[config.mk]
export PLATFORM = sky130hd
export DESIGN_NAME = coin_acceptor
export DESIGN_NICKNAME = d
export VERILOG_FILES = /design/src/rtl/vending_pkg.sv /design/src/rtl/coin_sync.sv /design/src/rtl/coin_acceptor.sv
export SDC_FILE = /design/constraint.sdc
export NUM_CORES = 1
export LEC_CHECK = 0
export BUFFER_PORTS_ARGS = -buffer_cell sky130_fd_sc_hd__buf_2
export CAP_MARGIN = 15
export CORE_MARGIN = 8
export CORE_UTILIZATION = 55
export CTS_CLUSTER_DIAMETER = 120
export DETAILED_ROUTE_END_ITERATION = 12
export GPL_ROUTABILITY_DRIVEN = 0
export PLACE_DENSITY = 0.75
export SYNTH_ARGS = -nofsm -noshare
export SYNTH_HDL_FRONTEND = slang
export SYNTH_SLANG_ARGS = --single-unit
[constraint.sdc]
create_clock -name clk -period 2 [get_ports clk]
set_input_delay 0.2 -clock clk [delete_from_list [all_inputs] [get_ports clk]]
set_output_delay 0.2 -clock clk [all_outputs]
set_load 0.02 [all_outputs]
[src/rtl/vending_pkg.sv]
// Shared definitions for the vending front end: coin codes, coin_acceptor
// FSM state encoding, default debounce length and a saturating tally helper.
package vending_pkg;

    localparam logic [1:0] COIN_NONE = 2'b00;
    localparam logic [1:0] COIN_5    = 2'b01;
    localparam logic [1:0] COIN_10   = 2'b10;

    localparam logic [2:0] StIdle    = 3'd0;
    localparam logic [2:0] StQualify = 3'd1;
    localparam logic [2:0] StEmit    = 3'd2;
    localparam logic [2:0] StReject  = 3'd3;
    localparam logic [2:0] StRelease = 3'd4;

    localparam int unsigned DEFAULT_DEBOUNCE = 4;

    // Adds one accepted coin (in 5-unit steps) to a running total, sticking at 255.
    function automatic logic [7:0] tally_add(input logic [7:0] total, input logic [1:0] code);
        logic [8:0] sum;
        sum = {1'b0, total} + ((code == COIN_10) ? 9'd2 : 9'd1);
        return sum[8] ? 8'hff : sum[7:0];
    endfunction

endpackage

[src/rtl/coin_sync.sv]
// Two-flop synchroniser for one raw coin sensor, asynchronous active-low reset.
module coin_sync (
    input  logic clk_i,
    input  logic rst_ni,
    input  logic d_i,
    output logic q_o
);

    logic [1:0] sync_d;
    logic [1:0] sync_q;

    // Shift the raw sample through two stages.
    always_comb begin
        sync_d = {sync_q[0], d_i};
    end

    // Synchroniser flops.
    always_ff @(posedge clk_i or negedge rst_ni) begin
        if (!rst_ni) begin
            sync_q <= 2'b00;
        end else begin
            sync_q <= sync_d;
        end
    end

    assign q_o = sync_q[1];

endmodule

[src/rtl/coin_acceptor.sv]
// Coin acceptor: synchronises and debounces two coin sensors and delivers
// one-cycle coin codes to the vending machine. Jams and coins offered while
// acceptance is disabled are returned via a one-cycle reject pulse.
// Optional macro COIN_ACCEPTOR_TALLY_EN adds a saturating 8-bit tally output.
module coin_acceptor
    import vending_pkg::*;
#(
    parameter int unsigned DEBOUNCE_CYCLES = DEFAULT_DEBOUNCE,
    parameter int unsigned CNT_W           = 4
) (
    input  logic       clk,
    input  logic       rst,
    input  logic       sense_5,
    input  logic       sense_10,
    input  logic       accept_en,
    output logic [1:0] coin,
    output logic       reject,
    output logic       busy
`ifdef COIN_ACCEPTOR_TALLY_EN
    ,
    output logic [7:0] tally
`endif
);

    localparam logic [CNT_W-1:0] CntMax = CNT_W'(DEBOUNCE_CYCLES);
    localparam logic [CNT_W-1:0] CntOne = CNT_W'(1);

    logic             s5;
    logic             s10;
    logic [2:0]       state_d, state_q;
    logic [CNT_W-1:0] cnt_d, cnt_q;
    logic             lat10_d, lat10_q;
    logic [1:0]       coin_d, coin_q;
    logic             reject_d, reject_q;
    logic [CNT_W-1:0] cnt_inc;
    logic             lat_s;
    logic             oth_s;

    coin_sync u_sync_5 (
        .clk_i  (clk),
        .rst_ni (rst),
        .d_i    (sense_5),
        .q_o    (s5)
    );

    coin_sync u_sync_10 (
        .clk_i  (clk),
        .rst_ni (rst),
        .d_i    (sense_10),
        .q_o    (s10)
    );

    assign cnt_inc = cnt_q + CntOne;
    // lat_s is the sensor that started this insertion, oth_s the other one.
    assign lat_s   = lat10_q ? s10 : s5;
    assign oth_s   = lat10_q ? s5 : s10;

    // Next-state, counter and registered-output decode.
    always_comb begin
        state_d  = state_q;
        cnt_d    = cnt_q;
        lat10_d  = lat10_q;
        coin_d   = COIN_NONE;
        reject_d = 1'b0;
        case (state_q)
            StIdle: begin
                if (s5 && s10) begin
                    state_d = StReject;
                end else if (s5 || s10) begin
                    state_d = StQualify;
                    lat10_d = s10;
                    cnt_d   = CntOne;
                end
            end
            StQualify: begin
                if (!lat_s) begin
                    // Glitch: dropped before qualifying, discard silently.
                    state_d = StIdle;
                    cnt_d   = '0;
                end else if (oth_s) begin
                    state_d = StReject;
                end else begin
                    cnt_d = cnt_inc;
                    if (cnt_inc == CntMax) begin
                        state_d = StEmit;
                    end
                end
            end
            StEmit: begin
                if (accept_en) begin
                    coin_d = lat10_q ? COIN_10 : COIN_5;
                end else begin
                    reject_d = 1'b1;
                end
                state_d = StRelease;
                cnt_d   = '0;
            end
            StReject: begin
                reject_d = 1'b1;
                state_d  = StRelease;
                cnt_d    = '0;
            end
            StRelease: begin
                // Both sensors must read low for a full debounce window before
                // another coin can start, so a held coin is never counted twice.
                if (s5 || s10) begin
                    cnt_d = '0;
                end else if (cnt_inc == CntMax) begin
                    state_d = StIdle;
                    cnt_d   = '0;
                end else begin
                    cnt_d = cnt_inc;
                end
            end
            default: begin
                state_d = StIdle;
                cnt_d   = '0;
            end
        endcase
    end

    // FSM state, debounce counter and output registers.
    always_ff @(posedge clk or negedge rst) begin
        if (!rst) begin
            state_q  <= StIdle;
            cnt_q    <= '0;
            lat10_q  <= 1'b0;
            coin_q   <= COIN_NONE;
            reject_q <= 1'b0;
        end else begin
            state_q  <= state_d;
            cnt_q    <= cnt_d;
            lat10_q  <= lat10_d;
            coin_q   <= coin_d;
            reject_q <= reject_d;
        end
    end

    assign coin   = coin_q;
    assign reject = reject_q;
    assign busy   = (state_q != StIdle);

`ifdef COIN_ACCEPTOR_TALLY_EN
    logic [7:0] tally_d, tally_q;

    // Accumulate accepted coins; lands together with the coin pulse.
    always_comb begin
        tally_d = tally_q;
        if ((state_q == StEmit) && accept_en) begin
            tally_d = tally_add(tally_q, lat10_q ? COIN_10 : COIN_5);
        end
    end

    // Tally register, cleared only by reset.
    always_ff @(posedge clk or negedge rst) begin
        if (!rst) begin
            tally_q <= 8'd0;
        end else begin
            tally_q <= tally_d;
        end
    end

    assign tally = tally_q;
`endif

endmodule

==> metrics.yaml, run 1 <==
run_status:
  status: "complete, no violations"
finish:
  fillCellCount: 134
  multi_input_area_um2: 425
  antenna_cells: 0
  fin_util: 0.630
  layout-drive-gt1-share: 0.247
  seq_area_um2: 375
  area_delta_synth_final_pct: 10.6
  nets: 104
timing:
  skew_ps: 2.31
  tightest_slew_ps: 483
  finalCritPeriodShare: 0.946
  rsz0062_at_grt: "no"
  setup_tns_ps: 0
  slew_violations: 0
  relSlewSlack: 0.675
  final.min_clock_period_ps: 1890
  setup_viol: 0
  max_clock_freq_ghz: 0.529
  finalHoldViolCount: 0
synth:
  yosys-top-cells-area: "dfrtp_1 (45%), ha_1 (7.5%), o21ai_0 (4.2%), nand2_1 (3.1%), a21oi_1 (3.0%)"
  synth_edf_count: 0
  yosysWarnings: 0
  syn_nets: 90
  yosysSeqAreaShare: 0.448
  netlist_top_cells_count: "dfrtp_1 (15), nand2_1 (7), o21ai_0 (7), a21oi_1 (5), ha_1 (5)"
  ys_ff_latch: 15
  netlist_area_um2: 838
  synth_top_cell_by_area: "dfrtp_1"
  synthFlopType: "dfrtp_1"
  synth.distinct_cells: 34
  yosys.area.top_type_share: 0.448
  netlist_instances: 80
  async_flop_share: 1.00
  synth_most_common_cell: "dfrtp_1"
  avgSynthCellArea_um2: 10.5
pwr:
  leakagePower_nw: 0.456
  pwr_density_cell_mw_per_mm2: 1240
  p_total_mw: 1.15
  peakVddDrop_uv: 663
  pwr-share-seq: 0.409
  switchingPower_mw: 0.450
  power_frac_comb: 0.443
  switching_share: 0.390
  intPower_mw: 0.703
  clockPowerShare: 0.148
grt:
  antenna_found_initial: 0
  grtUsageMet2: 0.168
  grt-ovfl-total: 0
  met3_usage: 0.0374
  grt.busiest_layer: "met2"
  grt_pass1_wl_um: 2240
  grt_start_max_net_pins: 16
  grt_pass1_vias: 553
  track_usage: 0.103
  grtUsageMet1: 0.112
worst_setup_path:
  arrival_ps: 2070
  critPathKind: "reg2reg"
  crit_fanout: 7
  crit_path_cell_trace: "ha_1 -> and3b_1 -> a31oi_2 -> o21ai_1 -> a21oi_1 -> mux2_2"
  worst-path-buf-inv: 0
  crit_path_start_kind: "flip-flop"
  slowest_stage: "dfrtp_1"
  required_ps: 2170
  endpoint_kind: "flip-flop"
  cpPeakStageDelay_ps: 450
  cp_top_family: "compound AO/OA/AOI/OAI gates"
clocking:
  cts_max_level: 1
  clock_path_buffers: 2
  cts_buffers: 3
  clkLatencyLatePin_ps: 280
  post-cts-setup-buffers: 0
  cts_sinks: 15
  cts_root_buffer: "clkbuf_4"
  cts.reportedPaths.clkPinSlew_ps: 80
  cts_tree: "yes"
floorplanning:
  io_pins: 9
  fp.dieW_um: 55.0
  core_area_mm2: 0.00147
  die_height_um: 55.0
  dieArea_mm2: 0.00303
  num_rows: 14
  start_util: 0.570
drt:
  num_vias: 592
  via_per_inst: 5.43
  drc: 0
  drt_first_pass_iters: 4
  ant_nets: 0
  drt-total-wl_um: 1390
  wl_per_cell_um: 12.8
  drt_iter0_drc: 13
placement:
  port_buffers: 8
flow_run:
  drv_cap: 0
min_path:
  hold_class: "in2reg"
state kept, by name, indices dropped and copies added (netlist names):
signal and flops:
state_q 3, u_sync_5.sync_q 2, cnt_q 4, u_sync_10.sync_q 2, reject 1, lat10_q 1, coin 2
area by class of cell:
type,count,share of cell area
flip-flops and latches,15,0.405
multi-input cells,59,0.459
repair buffers,11,0.0702
inverters,4,0.0162
well taps,16,0.0216
clock buffers,4,0.0283
metal layers:
| metal | routed length, µm | vias up |
|---|---|---|
| met3 | 88 | 2 |
| met5 | 0 | - |
| met4 | 24 | 0 |
| met1 | 639 | 267 |
| met2 | 640 | 14 |
| li1 | - | 309 |
layout by cell type (no fill, tap or decap), types with 2 or more instances in the layout:
master / synthesis / routed
nand2_1: 7 / 7
nand3b_1: 2 / 2
nor2b_1: 2 / 2
a21oi_1: 5 / 5
nor4bb_1: 2 / 2
nor3_1: 2 / 2
clkbuf_4: 0 / 3
and2b_2: 2 / 2
ha_1: 5 / 5
dfrtp_1: 15 / 15
nor2_1: 4 / 4
inv_1: 4 / 4
buf_2: 0 / 8
o21ai_0: 7 / 7
buf_4: 0 / 2
worst paths after layout:
kind / start / endpoint / slack [ps] / cells after the start
max in group asynchronous: rst / cnt_q[2] / 1420 / 2
worst min-delay path: sense_5 / u_sync_5.sync_q[0] / 10 / 1
worst max register to register: cnt_q[0] / state_q[0] / 110 / 6
min in group asynchronous: rst / coin[0] / 340 / 2
worst max-delay path: cnt_q[0] / state_q[0] / 110 / 6
worst min register to register: u_sync_5.sync_q[0] / u_sync_5.sync_q[1] / 360 / 0
per-stage QoR:
step | area [µm²] | worst slack, ps | hold slack, ps | cells
final | 927 | 108 | 14.1 | 109
after floorplan | 838 | 242 | -95.6 | 80
after detailed placement | 891 | 138 | 120 | 104
after global routing | 927 | 36.0 | 1.74 | 109
after CTS | 927 | 122 | 3.61 | 109
after global placement | 891 | 192 | 116 | 104
power groups by stage:
stage	sequential [mW]	combinational, mW	clock [mW]
after global placement	0.473	0.515	0
after global routing	0.486	0.572	0.188
after detailed placement	0.478	0.513	0
after CTS	0.472	0.518	0.180
final	0.472	0.511	0.171
after floorplan	0.447	0.436	0
cell families (layout without fill, tap and decap cells):
kind of cell	Yosys count	in the layout	synth area share
xor gates and xnor gates	1	1	0.0104
buffers and inverters	6	19	0.0448
AOI/OAI and AO/OA	21	21	0.169
and+or+nand+nor	30	30	0.228
muxes	2	2	0.0254
adders and majority gates	5	5	0.0746
DFF	15	15	0.448
repair_timing:
action | CTS | global route
gates resized for setup | 0 | 0
hold buffers | 1 | 0
hold endpoints to repair | 15 | 0
(Power assumes the default switching activity.)
==> inputs of run 2 (changes only) <==
CORE_UTILIZATION = 50   (was 55)
PLACE_DENSITY = 0.72   (was 0.75)
clock period = 1.7 ns   (was 2 ns; I/O delays follow)
==> run 2 against run 1 <==
The run now ends with negative setup slack left; wire length up 28%; final cell count up 20%; via count up 20%; clock power up 24%; largest cell class unchanged.
==> metrics.yaml, run 2 (synthesis results as in run 1) <==
run_status:
  status: "complete, but fails checks"
  violations: "negative setup slack"
worst_setup_path:
  crit_path_cell_trace: "ha_2 -> nor4bb_4 -> a31oi_4 -> a21oi_2 -> and4bb_1 -> a211o_1"
  worstReg2RegStart: "cnt_q[0]"
  slowest_stage: "dfrtp_1"
  cp_top_family: "simple AND/OR/NAND/NOR gates"
  endpoint_kind: "flip-flop"
  cpPeakStageDelay_ps: 430  # -20 ps
  crit_path_start_kind: "flip-flop"
  required_ps: 1880  # -290 ps
  arrival_ps: 1970  # -100 ps
  critPathKind: "reg2reg"
  worst-path-buf-inv: 0  # unchanged
  r2r_end: "cnt_q[2]"
  crit_fanout: 4  # -3
  regToRegSetupSlack_ps: -80  # -190 ps
  ff2ff_path_depth: 6  # unchanged
clocking:
  cts_root_buffer: "clkbuf_4"
  clock_path_buffers: 2  # unchanged
  cts_buffers: 3  # unchanged
  clkLatencyLatePin_ps: 290  # about the same
  cts_max_level: 1  # unchanged
  cts.reportedPaths.clkPinSlew_ps: 90  # about the same
  cts_sinks: 15  # unchanged
  cts_tree: "yes"
grt:
  grt-ovfl-total: 0  # unchanged
  grt_pass1_wl_um: 2940  # +31%
  antenna_found_initial: 0  # unchanged
  grt_start_max_net_pins: 16  # unchanged
  grt_pass1_vias: 650  # +18%
  track_usage: 0.111  # +0.00791
floorplanning:
  die_height_um: 56.9  # +3.5%
  start_util: 0.544  # -0.0259
  dieArea_mm2: 0.00324  # +7.0%
  fp.dieW_um: 56.9  # +3.5%
  core_area_mm2: 0.00154  # +4.8%
  num_rows: 14  # unchanged
  io_pins: 9  # unchanged
drt:
  drt_iter0_drc: 4  # -9
  num_vias: 708  # +20%
  drc: 0  # unchanged
  drt-total-wl_um: 1780  # +28%
  via_per_inst: 5.40  # -0.49%
  drt_first_pass_iters: 4  # unchanged
  ant_nets: 0  # unchanged
  wl_per_cell_um: 13.6  # +6.2%
timing:
  setup_tns_ps: -208  # -208 ps
  finalCritPeriodShare: 1.05  # +0.103
  hold_ws_ps: 174  # +159 ps
  fin_ws_ps: -82.5  # -191 ps
  setup_viol: 4  # +4
  skew_ps: 3.07  # +0.763 ps
  slew_violations: 0  # unchanged
  max_clock_freq_ghz: 0.561  # +6.1%
  rsz0062_at_grt: "yes"
  finalHoldViolCount: 0  # unchanged
  final.min_clock_period_ps: 1780  # -109 ps
  tightest_slew_ps: 344  # -139 ps
  relSlewSlack: 0.771  # +0.0961
finish:
  post-route-cell-area_mm2: 0.00114  # +23%
  top_register: "cnt_q"
  nets: 126  # +21%
  antenna_cells: 0  # unchanged
  layout-drive-gt1-share: 0.426  # +0.179
  layout_common_cells: "buf_4 (22), dfrtp_1 (14), buf_2 (8)"
  layout_commonest_cell: "buf_4"
  top_regs: "cnt_q x4, state_q x3"
  seq_area_um2: 377  # +0.33%
  area_delta_synth_final_pct: 35.8
  largest_reg_flops: 4  # unchanged
  fillCellCount: 108  # -19%
  multi_input_area_um2: 465  # +9.4%
placement:
  post-dp-hpwl_um: 1210
  placed_area_um2: 988  # +11%
  port_buffers: 8  # unchanged
  pre_cts_slack_ps: -82.8  # -221 ps
pwr:
  leakagePower_nw: 0.568  # +24%
  pwr_density_cell_mw_per_mm2: 1510  # +21%
  peakVddDrop_uv: 1210  # +83%
min_path:
  worstHoldEndpoint: "reject"
  hold_class: "in2reg"
  hold_start: "accept_en"
  whs_path_depth: 3  # +2
flow_run:
  drv_cap: 0  # unchanged
## run 2: cell types whose count changed in the layout (fill, tap and decap cells not counted), moves of 2 or more
cell	delta
buf_4	+20
dlygate4sd3_1	+2
ha_1	-2
ha_2	+2
## run 2: worst max path at each step
stage	from	end	slack, ps	cells after the start
floorplan	cnt_q[0]	state_q[0]	10	6
global placement	cnt_q[0]	state_q[0]	-10	6
global route	cnt_q[1]	cnt_q[2]	-170	6
detailed placement	cnt_q[1]	cnt_q[2]	-80	6
CTS	cnt_q[1]	state_q[0]	-40	6
finish	cnt_q[0]	cnt_q[2]	-80	6
## run 2: power by group
part           total, mW  internal [mW]  switching, mW
clock              0.212         0.0914          0.120
combinational      0.969          0.541          0.428
sequential         0.538          0.440         0.0971
## run 2: final cells by class
type	count	share of cell area
clock buffers	4	0.0231
inverters	4	0.0132
multi-input cells	59	0.409
flip-flops and latches	15	0.331
well taps	16	0.0176
repair buffers	33	0.207
## run 2: repair_timing
item	CTS	global route
cloned	0	0
setup buffers	5	2
pin swaps	2	4
hold endpoints to repair	17	0
endpoints found under the setup margin	3	5
hold buffers	3	0
gates resized for setup	7	3
## run 2: worst min-delay path, delay by kind of cell
kind | cells | cell delay (ps)
buffers and inverters | 1 | 70
and+or+nand+nor | 2 | 190
## run 2: metrics by stage
step / std cells / total power [mW] / util
CTS: 129 / 1.67 / 0.720
detailed placement: 117 / 1.34 / 0.641
global route: 131 / 1.84 / 0.739
finish: 131 / 1.72 / 0.739
floorplan: 80 / 1.04 / -
global placement: 117 / 1.33 / 0.641
## run 2: routing by layer
layer / track usage / part of all wire / vias to the layer above
met5: 0 / 0 / -
met4: 0.0503 / 0.020 / 0
met3: 0.0376 / 0.042 / 5
met2: 0.166 / 0.43 / 11
met1: 0.140 / 0.51 / 337
li1: - / - / 355
